==> config.mk <==
export PLATFORM = sky130hd
export DESIGN_NAME = rx_det_seq_flat
export DESIGN_NICKNAME = d
export VERILOG_FILES = /design/src/rtl/rx_det_seq_if.sv /design/src/rtl/rx_det_seq.sv /design/src/flat_wrapper.sv
export SDC_FILE = /design/constraint.sdc
export NUM_CORES = 1
export LEC_CHECK = 0
export ABC_AREA = 0
export BUFFER_PORTS_ARGS = -buffer_cell sky130_fd_sc_hd__buf_4
export CAP_MARGIN = 20
export CORE_UTILIZATION = 50
export CTS_CLUSTER_DIAMETER = 60
export DETAILED_ROUTE_END_ITERATION = 16
export GPL_TIMING_DRIVEN = 0
export PLACE_DENSITY = 0.71
export SYNTH_ARGS = -nofsm -noshare
export SYNTH_HDL_FRONTEND = slang
export SYNTH_SLANG_ARGS = --single-unit
==> constraint.sdc <==
create_clock -name clk -period 4.1 [get_ports clk]
set_clock_uncertainty 0.1 [all_clocks]
set_input_delay 0.82 -clock clk [delete_from_list [all_inputs] [get_ports clk]]
set_output_delay 0.82 -clock clk [all_outputs]
set_load 0.01 [all_outputs]
==> src/rtl/rx_det_seq_if.sv <==
// rx_det_seq_if: per-lane receiver-detect handshake between the sequencer and the PHY.
//   rx_det_seq_req  sequencer -> PHY  one-hot-or-zero detect request
//   rx_det_seq_ack  PHY -> sequencer  per-lane detect-complete ack
//   rx_det          PHY -> sequencer  per-lane detect level, valid in the ack cycle
interface rx_det_seq_if #(
    parameter int NUM_LANES = 4
);
    logic [NUM_LANES-1:0] rx_det_seq_req;
    logic [NUM_LANES-1:0] rx_det_seq_ack;
    logic [NUM_LANES-1:0] rx_det;
    modport master (output rx_det_seq_req, input rx_det_seq_ack, input rx_det);
    modport slave  (input rx_det_seq_req, output rx_det_seq_ack, output rx_det);
endinterface

==> src/rtl/rx_det_seq.sv <==
// rx_det_seq: runs receiver detection lane by lane through one shared detect circuit.
//   clk, rst     clock, synchronous active-high reset
//   start        single-cycle pass request, accepted only in IDLE
//   lane_mask    lanes to detect, captured when start is accepted
//   busy, done   pass in progress / one-cycle end-of-pass pulse
//   det_result   lane acked with rx_det high
//   timeout_err  lane timed out waiting for ack
//   phy          req/ack/rx_det handshake to the PHY (master side)
module rx_det_seq #(
    parameter int NUM_LANES   = 4,
    parameter int ACK_TIMEOUT = 64,
    parameter int GAP_CYC     = 4
) (
    input  logic                 clk,
    input  logic                 rst,
    input  logic                 start,
    input  logic [NUM_LANES-1:0] lane_mask,
    output logic                 busy,
    output logic                 done,
    output logic [NUM_LANES-1:0] det_result,
    output logic [NUM_LANES-1:0] timeout_err,
    rx_det_seq_if.master         phy
);
    localparam int CW = NUM_LANES > 1 ? $clog2(NUM_LANES) : 1;
    localparam int TW = $clog2(ACK_TIMEOUT + 1);
    localparam int GW = GAP_CYC > 1 ? $clog2(GAP_CYC + 1) : 1;

    typedef enum logic [2:0] {IDLE, SCAN, REQ, GAP, DONE} state_t;

    state_t               state, state_nxt;
    logic [NUM_LANES-1:0] pend;
    logic [CW-1:0]        cur, low;
    logic [TW-1:0]        timer;
    logic [GW-1:0]        gap_cnt;
    logic                 ack_cur, tmo;

    // Only the lane currently being requested may complete the handshake.
    assign ack_cur = phy.rx_det_seq_ack[cur];
    assign tmo     = timer == TW'(ACK_TIMEOUT);

    // Lowest pending lane wins, so lanes are served in ascending order.
    always_comb begin
        low = '0;
        for (int i = NUM_LANES - 1; i >= 0; i--)
            if (pend[i]) low = CW'(i);
    end

    always_ff @(posedge clk)
        state <= rst ? IDLE : state_nxt;

    always_comb begin
        state_nxt = state;
        case (state)
            IDLE:    state_nxt = start ? SCAN : IDLE;
            SCAN:    state_nxt = pend == '0 ? DONE : REQ;
            REQ:     state_nxt = (ack_cur || tmo) ? GAP : REQ;
            GAP:     state_nxt = gap_cnt >= GW'(GAP_CYC) ? SCAN : GAP;
            DONE:    state_nxt = IDLE;
            default: state_nxt = IDLE;
        endcase
    end

    always_comb begin
        busy               = state != IDLE;
        done               = state == DONE;
        phy.rx_det_seq_req = state == REQ ? NUM_LANES'(1) << cur : '0;
    end

    always_ff @(posedge clk) begin
        if (rst) begin
            pend        <= '0;
            cur         <= '0;
            timer       <= '0;
            gap_cnt     <= '0;
            det_result  <= '0;
            timeout_err <= '0;
        end else begin
            case (state)
                IDLE: if (start) begin
                    pend        <= lane_mask;
                    det_result  <= '0;
                    timeout_err <= '0;
                end
                SCAN: begin
                    cur   <= low;
                    timer <= TW'(1);
                end
                REQ: begin
                    // Ack takes priority over a simultaneous timeout.
                    if (ack_cur) det_result[cur] <= phy.rx_det[cur];
                    else if (tmo) timeout_err[cur] <= 1'b1;
                    else timer <= timer + 1'b1;
                    if (ack_cur || tmo) begin
                        pend[cur] <= 1'b0;
                        gap_cnt   <= GW'(1);
                    end
                end
                GAP: if (gap_cnt < GW'(GAP_CYC)) gap_cnt <= gap_cnt + 1'b1;
                default: ;
            endcase
        end
    end
endmodule
==> src/flat_wrapper.sv <==
// flat-port wrapper written by rule: the top's interface ports become plain ports
module rx_det_seq_flat 
#(
    parameter int NUM_LANES   = 4,
    parameter int ACK_TIMEOUT = 64,
    parameter int GAP_CYC     = 4
)
  (clk, rst, start, lane_mask, busy, done, det_result, timeout_err, phy_rx_det_seq_req, phy_rx_det_seq_ack, phy_rx_det);
  rx_det_seq_if #(.NUM_LANES(NUM_LANES)) phy_i ();
  input  logic clk;
  input  logic rst;
  input  logic start;
  input  logic [NUM_LANES-1:0] lane_mask;
  output logic busy;
  output logic done;
  output logic [NUM_LANES-1:0] det_result;
  output logic [NUM_LANES-1:0] timeout_err;
  output wire logic [$bits(phy_i.rx_det_seq_req)-1:0] phy_rx_det_seq_req;
  input wire logic [$bits(phy_i.rx_det_seq_ack)-1:0] phy_rx_det_seq_ack;
  input wire logic [$bits(phy_i.rx_det)-1:0] phy_rx_det;
  assign phy_rx_det_seq_req = phy_i.rx_det_seq_req;
  assign phy_i.rx_det_seq_ack = phy_rx_det_seq_ack;
  assign phy_i.rx_det = phy_rx_det;
  rx_det_seq #(.NUM_LANES(NUM_LANES), .ACK_TIMEOUT(ACK_TIMEOUT), .GAP_CYC(GAP_CYC)) u_core (.clk(clk), .rst(rst), .start(start), .lane_mask(lane_mask), .busy(busy), .done(done), .det_result(det_result), .timeout_err(timeout_err), .phy(phy_i));
endmodule
==> results of run 1 <==
## area by class of cell
class                      instances  area [um2]
clock buffer                       4       26.28
fill                             235       883.3
inverter                           3       11.26
sequential                        27       540.5
multi-input combinational        124       777.0
buffer                            11       58.81
tap                               30       37.54
timing repair buffer              28       210.2
## routing by layer
metal / part of all wire (%) / GRT usage [%]
met1: 45 / 29.63
met2: 49 / 43.98
met3: 4.3 / 4.167
met4: 1.4 / 9.829
met5: 0 / 0
## placed cells by master, fill, tap and decap left out, types with 5 or more instances in the layout
cell type,netlist,layout
clkbuf_1,7,8
dfxtp_1,27,27
and2_1,5,5
nor2b_1,5,5
buf_4,0,28
nor2_1,14,14
a21oi_1,20,20
nand3_1,12,12
nor3_1,5,5
a31oi_1,7,7
nand2_1,12,12
## power by group
group | switching, W | leakage [nW] | total, W | internal, W
combinational | 0.0000615 | 0.403 | 0.000108 | 0.0000460
clock | 0.0000770 | 0.0150 | 0.000115 | 0.0000382
sequential | 0.00000913 | 0.219 | 0.000282 | 0.000273
## per-stage QoR
| step | setup WS (ns) | hold slack, ns | total power, W | instances | util, % |
|---|---|---|---|---|---|
| after detailed placement | 1.508 | 0.3740 | 0.0003954 | 223 | 64.26 |
| final | 1.270 | 0.3947 | 0.0005047 | 227 | 65.29 |
| after CTS | 1.265 | 0.4060 | 0.0005093 | 227 | 65.29 |
| after global placement | 1.572 | 0.3489 | 0.0003902 | 223 | 64.26 |
| after floorplan | 1.739 | 0.3641 | 0.0003577 | 165 | - |
| after global routing | 1.097 | 0.4329 | 0.0005323 | 227 | 65.29 |
## cells in the mapped netlist (all sizes together) (4+ instances only)
library cell	instances	area, um2
nand3b	4	30.03
and2	5	31.28
nor2b	5	31.28
o21ai	5	25.02
or3	4	25.02
a21o	4	30.03
buf	4	32.53
nand3	12	60.06
nor3	5	25.02
clkbuf	7	26.28
nand2	12	45.04
a31oi	7	43.79
nor2	14	52.55
a21oi	20	100.1
dfxtp	27	540.5
## worst paths after layout
path	from	endpoint	slack, ns	cells past startpoint
max reg2reg	u_core.timer[0]	u_core.pend[2]	1.84	7
min	u_core.timeout_err[1]	u_core.timeout_err[1]	0.39	2
max	u_core.state[0]	phy_rx_det_seq_req[3]	1.27	5
min reg2reg	u_core.timeout_err[1]	u_core.timeout_err[1]	0.39	2
## flip-flops by register name, indices dropped and copies added (netlist names)
| name | flops |
|---|---|
| u_core.cur | 2 |
| u_core.timer | 7 |
| u_core.pend | 4 |
| u_core.state | 3 |
| u_core.gap_cnt | 3 |
| u_core.det_result | 4 |
| u_core.timeout_err | 4 |
## worst max-delay path: cells and delay by family (launching register included)
| family | cells | cell delay [ns] |
|---|---|---|
| buffers and inverters | 3 | 0.69 |
| flip-flops | 1 | 0.34 |
| AND/OR/NAND/NOR | 2 | 0.54 |
## logic make-up after synthesis
kind of cell / Yosys count / synth area share [%]
buffers and inverters: 14 / 5.050
adders and majority gates: 3 / 2.705
AOI/OAI and AO/OA: 47 / 22.09
muxes: 3 / 4.057
and+or+nand+nor: 71 / 27.14
DFF: 27 / 38.95
==> results.md, run 1 <==
- Clock slew seen by the registers of the worst setup and hold paths: between 0.1 and 0.15 ns
- Required time of the critical path: around 3.2 ns
- Placeable core region: 2545 um2
- Final setup vio count: 0
- Worst relative slew slack: a little over two fifths
- Maximum level of the CTS H-tree: 1
- Grt total ovfl: 0
- Total GRT Usage: ~25%
- Wire length of the first global-routing pass: between 5000 and 6000 um
- Port bufs: 28
- Leakage power: 0.6370 nW
- Initial antenna violation count: 0
- Initial cell density of the core: a little over half
- Cell at the root of the clock tree: clkbuf_4
- DP HPWL: ~2500 um
- Most prevalent standard cell on the critical path: clkbuf_1
- Final-layout setup total negative slack: 0 ns
- Insertion delay to the later sink of the worst-skew pair: between 0.3 and 0.4 ns
- Count of antenna diodes in the layout: 0
- Unrepaired setup endpoints after global routing: false
- Layout cell share with drive strength beyond 1: a little over a fifth
- Buffers inserted by post-CTS timing repair: 0
- Syn Inst Count: 165
- Worst hold path type: reg -> reg
- CP Cell Sequence: clkbuf_1, nor3b_1, clkbuf_1, and2_1, buf_4
- Arrival time of the worst setup path: 1.91 ns
- Via count of the first global-routing pass: between 1,000 and 1,500
- Drt via density: 5.837
- Flop and latch count out of synthesis: 27
- Number of clock sinks: 27
- Chip Height: 54.68 um
- Period Utilization, post-route: between 60% and 70%
- Remaining routing DRC violations: 0
- Post-route antenna net violation count: 0
- Main flop type after synthesis: dfxtp_1
- Core Rows: 18
- Average wire length per cell after detail routing: 14.34 um
- Ports: 29
- Syn Nets: between 150 and 200
- Die outline width: about 55 um
- Clock Path Buffers: 2
- Slowest CP cell: clkbuf_1
- Worst-path maximum fanout: 10
- Post-route cell area: approximately 1700 um2
- Drt initial violations: 26
- Final net count: 216
- Total placed instance area: 1635 um2
- Post-synthesis sequential area ratio: around two fifths
- Worst ir drop on vdd: around 0.25 mV
- Area growth syn-to-layout: 19.75%
- Vias: between 1,000 and 1,500
- Number of gates given a new drive strength after cts: 0
- Distinct cells, synth: 38
- Outcome: completed
- Crit Path Class: reg -> out
- Total detailed-routing wirelength: ~3300 um
- Number of hold-repair buffers added at the cts stage: 0
- Pwr/cell area: 303.7 nW/um2
- Count of final max-slew check failures: 0
- Final min period: about 2.8 ns
- Avg Synthesized Cell Area: ~8.4 um2
- Syn. warnings: 0
- Highest cell delay on the worst timing path: approximately 0.37 ns
- Maximum number of pins on one net before global-route repair: 15
- Async set-reset flop share out of synthesis: 0%
- Floorplan die area: approximately 3000 um2
- Crit path launch type: flop
- Hold Violations, Final: 0
- Element type at the critical path end: output pin
- Number of enable flip-flop cells after synthesis: 0
- # Max-Cap Violations: 0
- Maximum achievable frequency: about 350 MHz
- Final RePlAce weighted congestion: approximately 0.82
- Slew at the pin closest to its max-slew limit: 0.8587 ns
- Drt first pass iters: 4
- Clock tree from TritonCTS: built
- Post-Syn Area: approximately 1400 um2
- Number of CTS-inserted buffers: 3
No activity file was read; power rests on OpenSTA's default activity.
==> run 2: changes to the inputs <==
ABC_AREA = 1   (was 0)
clock period = 2.8 ns   (was 4.1 ns; I/O delays follow)
==> results.md, run 2 <==
- Clock slew seen by the registers of the worst setup and hold paths: 0.15 ns (about the same)
- Initial antenna violation count: 0 (unchanged)
- Flip-flop count of the largest register, all copies and words added: 7 (unchanged)
- Crit Path Class: reg -> out
- Syn. warnings: 0 (unchanged)
- Drt first pass iters: 4 (unchanged)
- Drt via density: 5.071 (-13%)
- Core Rows: 19 (+1)
- Maximum level of the CTS H-tree: 1 (unchanged)
- Number of hold-repair buffers added at the cts stage: 0 (unchanged)
- Vias: 1,435 (+8.3%)
- Layout cell share with drive strength beyond 1: 19.05% (-2.3 points)
- Number of CTS-inserted buffers: 3 (unchanged)
- Die outline width: 55.76 um (+2.0%)
- Average wire length per cell after detail routing: 11.40 um (-21%)
- Count of antenna diodes in the layout: 0 (unchanged)
- Worst relative slew slack: 63.70% (+22 points)
- Count of final max-slew check failures: 0 (unchanged)
- Final-layout setup total negative slack: 0 ns (unchanged)
- Final min period: 2.215 ns
- Via count of the first global-routing pass: 1,239 (+1.8%)
- Post-route antenna net violation count: 0 (unchanged)
- Worst hold path type: reg -> reg
- Element type at the critical path end: output pin
- Slack of the worst reg-to-reg path: 1.03 ns (-0.81 ns)
- Final RePlAce weighted congestion: 0.8140 (-1.1%)
- Post-Syn Area: 1445 um2 (+4.1%)
- FF-to-FF path depth: 11 (+4)
- Grt total ovfl: 0 (unchanged)
- Slew at the pin closest to its max-slew limit: 0.5445 ns (-0.3142 ns)
- Drt initial violations: 39 (+50%)
- Source of the worst hold timing path: u_core.timeout_err[0]
- Reg with most FFs: u_core.timer
- Initial cell density of the core: 52.40% (-2.1 points)
- Remaining routing DRC violations: 0 (unchanged)
- Leading cell types in the layout, fill and taps excluded: nand2_1, buf_4, dfxtp_1
- Leading cell type in the layout, fill and taps excluded: nand2_1
- Cell at the root of the clock tree: clkbuf_4
- Cell with the most instances after synthesis: nand2_1
- Avg Synthesized Cell Area: 6.539 um2 (-22%)
- Syn Inst Count: 221 (+34%)
- Final net count: 271 (+25%)
- Clock Path Buffers: 2 (unchanged)
- Chip Height: 55.76 um (+2.0%)
- Clock tree from TritonCTS: built
- Worst-path maximum fanout: 10 (unchanged)
- Count of non-filler cells in the finished layout: 283 (+25%)
- Number of cells traversed by the worst hold path: 2 (unchanged)
- Cell type with the largest total area after synthesis: dfxtp_1
- Required time of the critical path: 2.14 ns (-1.04 ns)
- Leakage power: 0.7687 nW (+21%)
- Outcome: completed
- Post-synthesis sequential area ratio: 37.40% (-1.6 points)
- Dominant cells by area after synthesis: dfxtp_1, nand2_1, a21oi_1
- Filler Cell Count: 298 (+27%)
- Crit path launch type: flop
- # Max-Cap Violations: 0 (unchanged)
- Worst r2r dst: u_core.timer[4]
- Async set-reset flop share out of synthesis: 0% (unchanged)
- Final setup vio count: 0 (unchanged)
- Total detailed-routing wirelength: 3227 um (-0.89%)
- Main flop type after synthesis: dfxtp_1
- Top cell types by occurrence after synthesis: nand2_1, dfxtp_1, a21oi_1
- Number of enable flip-flop cells after synthesis: 0 (unchanged)
- Insertion delay to the later sink of the worst-skew pair: 0.32 ns (about the same)
- Post-Place Cells: 279 (+25%)
- Buffers inserted by post-CTS timing repair: 0 (unchanged)
- Maximum achievable frequency: about 450 MHz
- Area growth syn-to-layout: 18.53%
- Period Utilization, post-route: between 70% and 80%
- Port bufs: 27 (-3.6%)
- Floorplan die area: 3109 um2 (+4.0%)
- Hold Violations, Final: 0 (unchanged)
- Ports: 29 (unchanged)
- Worst ir drop on vdd: 0.4102 mV (+63%)
- Share of the synthesized area in the top cell type: 37.40% (-1.6 points)
- Unrepaired setup endpoints after global routing: false
- Placeable core region: 2758 um2 (+8.4%)
- Distinct cells, synth: 24 (-37%)
- Flop and latch count out of synthesis: 27 (unchanged)
- DP HPWL: 2424 um (-1.9%)
- Number of clock sinks: 27 (unchanged)
- Arrival time of the worst setup path: 1.56 ns (-0.35 ns)
- Syn Nets: 239 (+31%)
- Total GRT Usage: 21.57% (-3.4 points)
- Number of gates given a new drive strength after cts: 0 (unchanged)
- Worst r2r src: u_core.timer[0]
- End point of the worst hold path: u_core.timeout_err[0]
- Pwr/cell area: 560.3 nW/um2 (+84%)
- Wire length of the first global-routing pass: 5388 um (+2.6%)
- Maximum number of pins on one net before global-route repair: 15 (unchanged)
-- run 2: layout make-up --
type	count	area [um2]	area share, %
Multi-Input combinational cell	160	774.5	45.22
Tap cell	31	38.79	2.264
Timing Repair Buffer	27	202.7	11.83
Sequential cell	27	540.5	31.56
Buffer	4	17.52	1.023
Clock buffer	4	26.28	1.534
Inverter	30	112.6	6.574
-- run 2: power by group --
group / switching (W) / internal [W]
combinational: 0.000215 / 0.000116
clock: 0.000116 / 0.0000557
sequential: 0.0000353 / 0.000422
-- run 2: how the worst max path moves through the flow --
| stage | start | end |
|---|---|---|
| 2_1_floorplan | u_core.state[2] | phy_rx_det_seq_req[0] |
| 3_3_place_gp | u_core.state[2] | phy_rx_det_seq_req[2] |
| 3_5_place_dp | u_core.state[2] | phy_rx_det_seq_req[3] |
| 4_1_cts | u_core.state[2] | phy_rx_det_seq_req[3] |
| 5_1_grt | u_core.state[1] | phy_rx_det_seq_req[3] |
| 6_report | u_core.state[2] | phy_rx_det_seq_req[3] |
-- run 2: cells by family after synthesis --
logic type,share of synthesized area (%)
simple gates,38.87
flops,37.40
xor+xnor,1.212
fa+ha+maj,2.598
compound gates,10.91
buf+inv,9.005
-- run 2: per-layer routing --
layer	vias to the layer above	track usage (%)	routed length [um]
li1	764	-	-
met1	629	30.63	1582
met2	40	34.94	1434
met3	2	2.326	192
met4	0	5.714	19
met5	-	0	0
-- run 2: worst max-delay path, cell delays in order, from the launching register on --
cell	delay, ns
dfxtp_1	0.35
inv_2	0.11
nand2_2	0.09
nor2_4	0.17
inv_2	0.09
buf_2	0.19
nor2_1	0.11
buf_4	0.13
-- run 2: metrics by stage --
step	worst slack (ns)	utilization [%]	hold slack (ns)	power (W)	instance area [um2]
floorplan	1.150	-	0.3269	0.0006965	1445
global placement	0.9789	61.16	0.3381	0.0007928	1687
detailed placement	0.9539	61.16	0.3431	0.0007944	1687
CTS	0.5787	62.11	0.3633	0.0009625	1713
global route	0.4470	62.11	0.3883	0.001023	1713
finish	0.5846	62.11	0.3613	0.0009597	1713
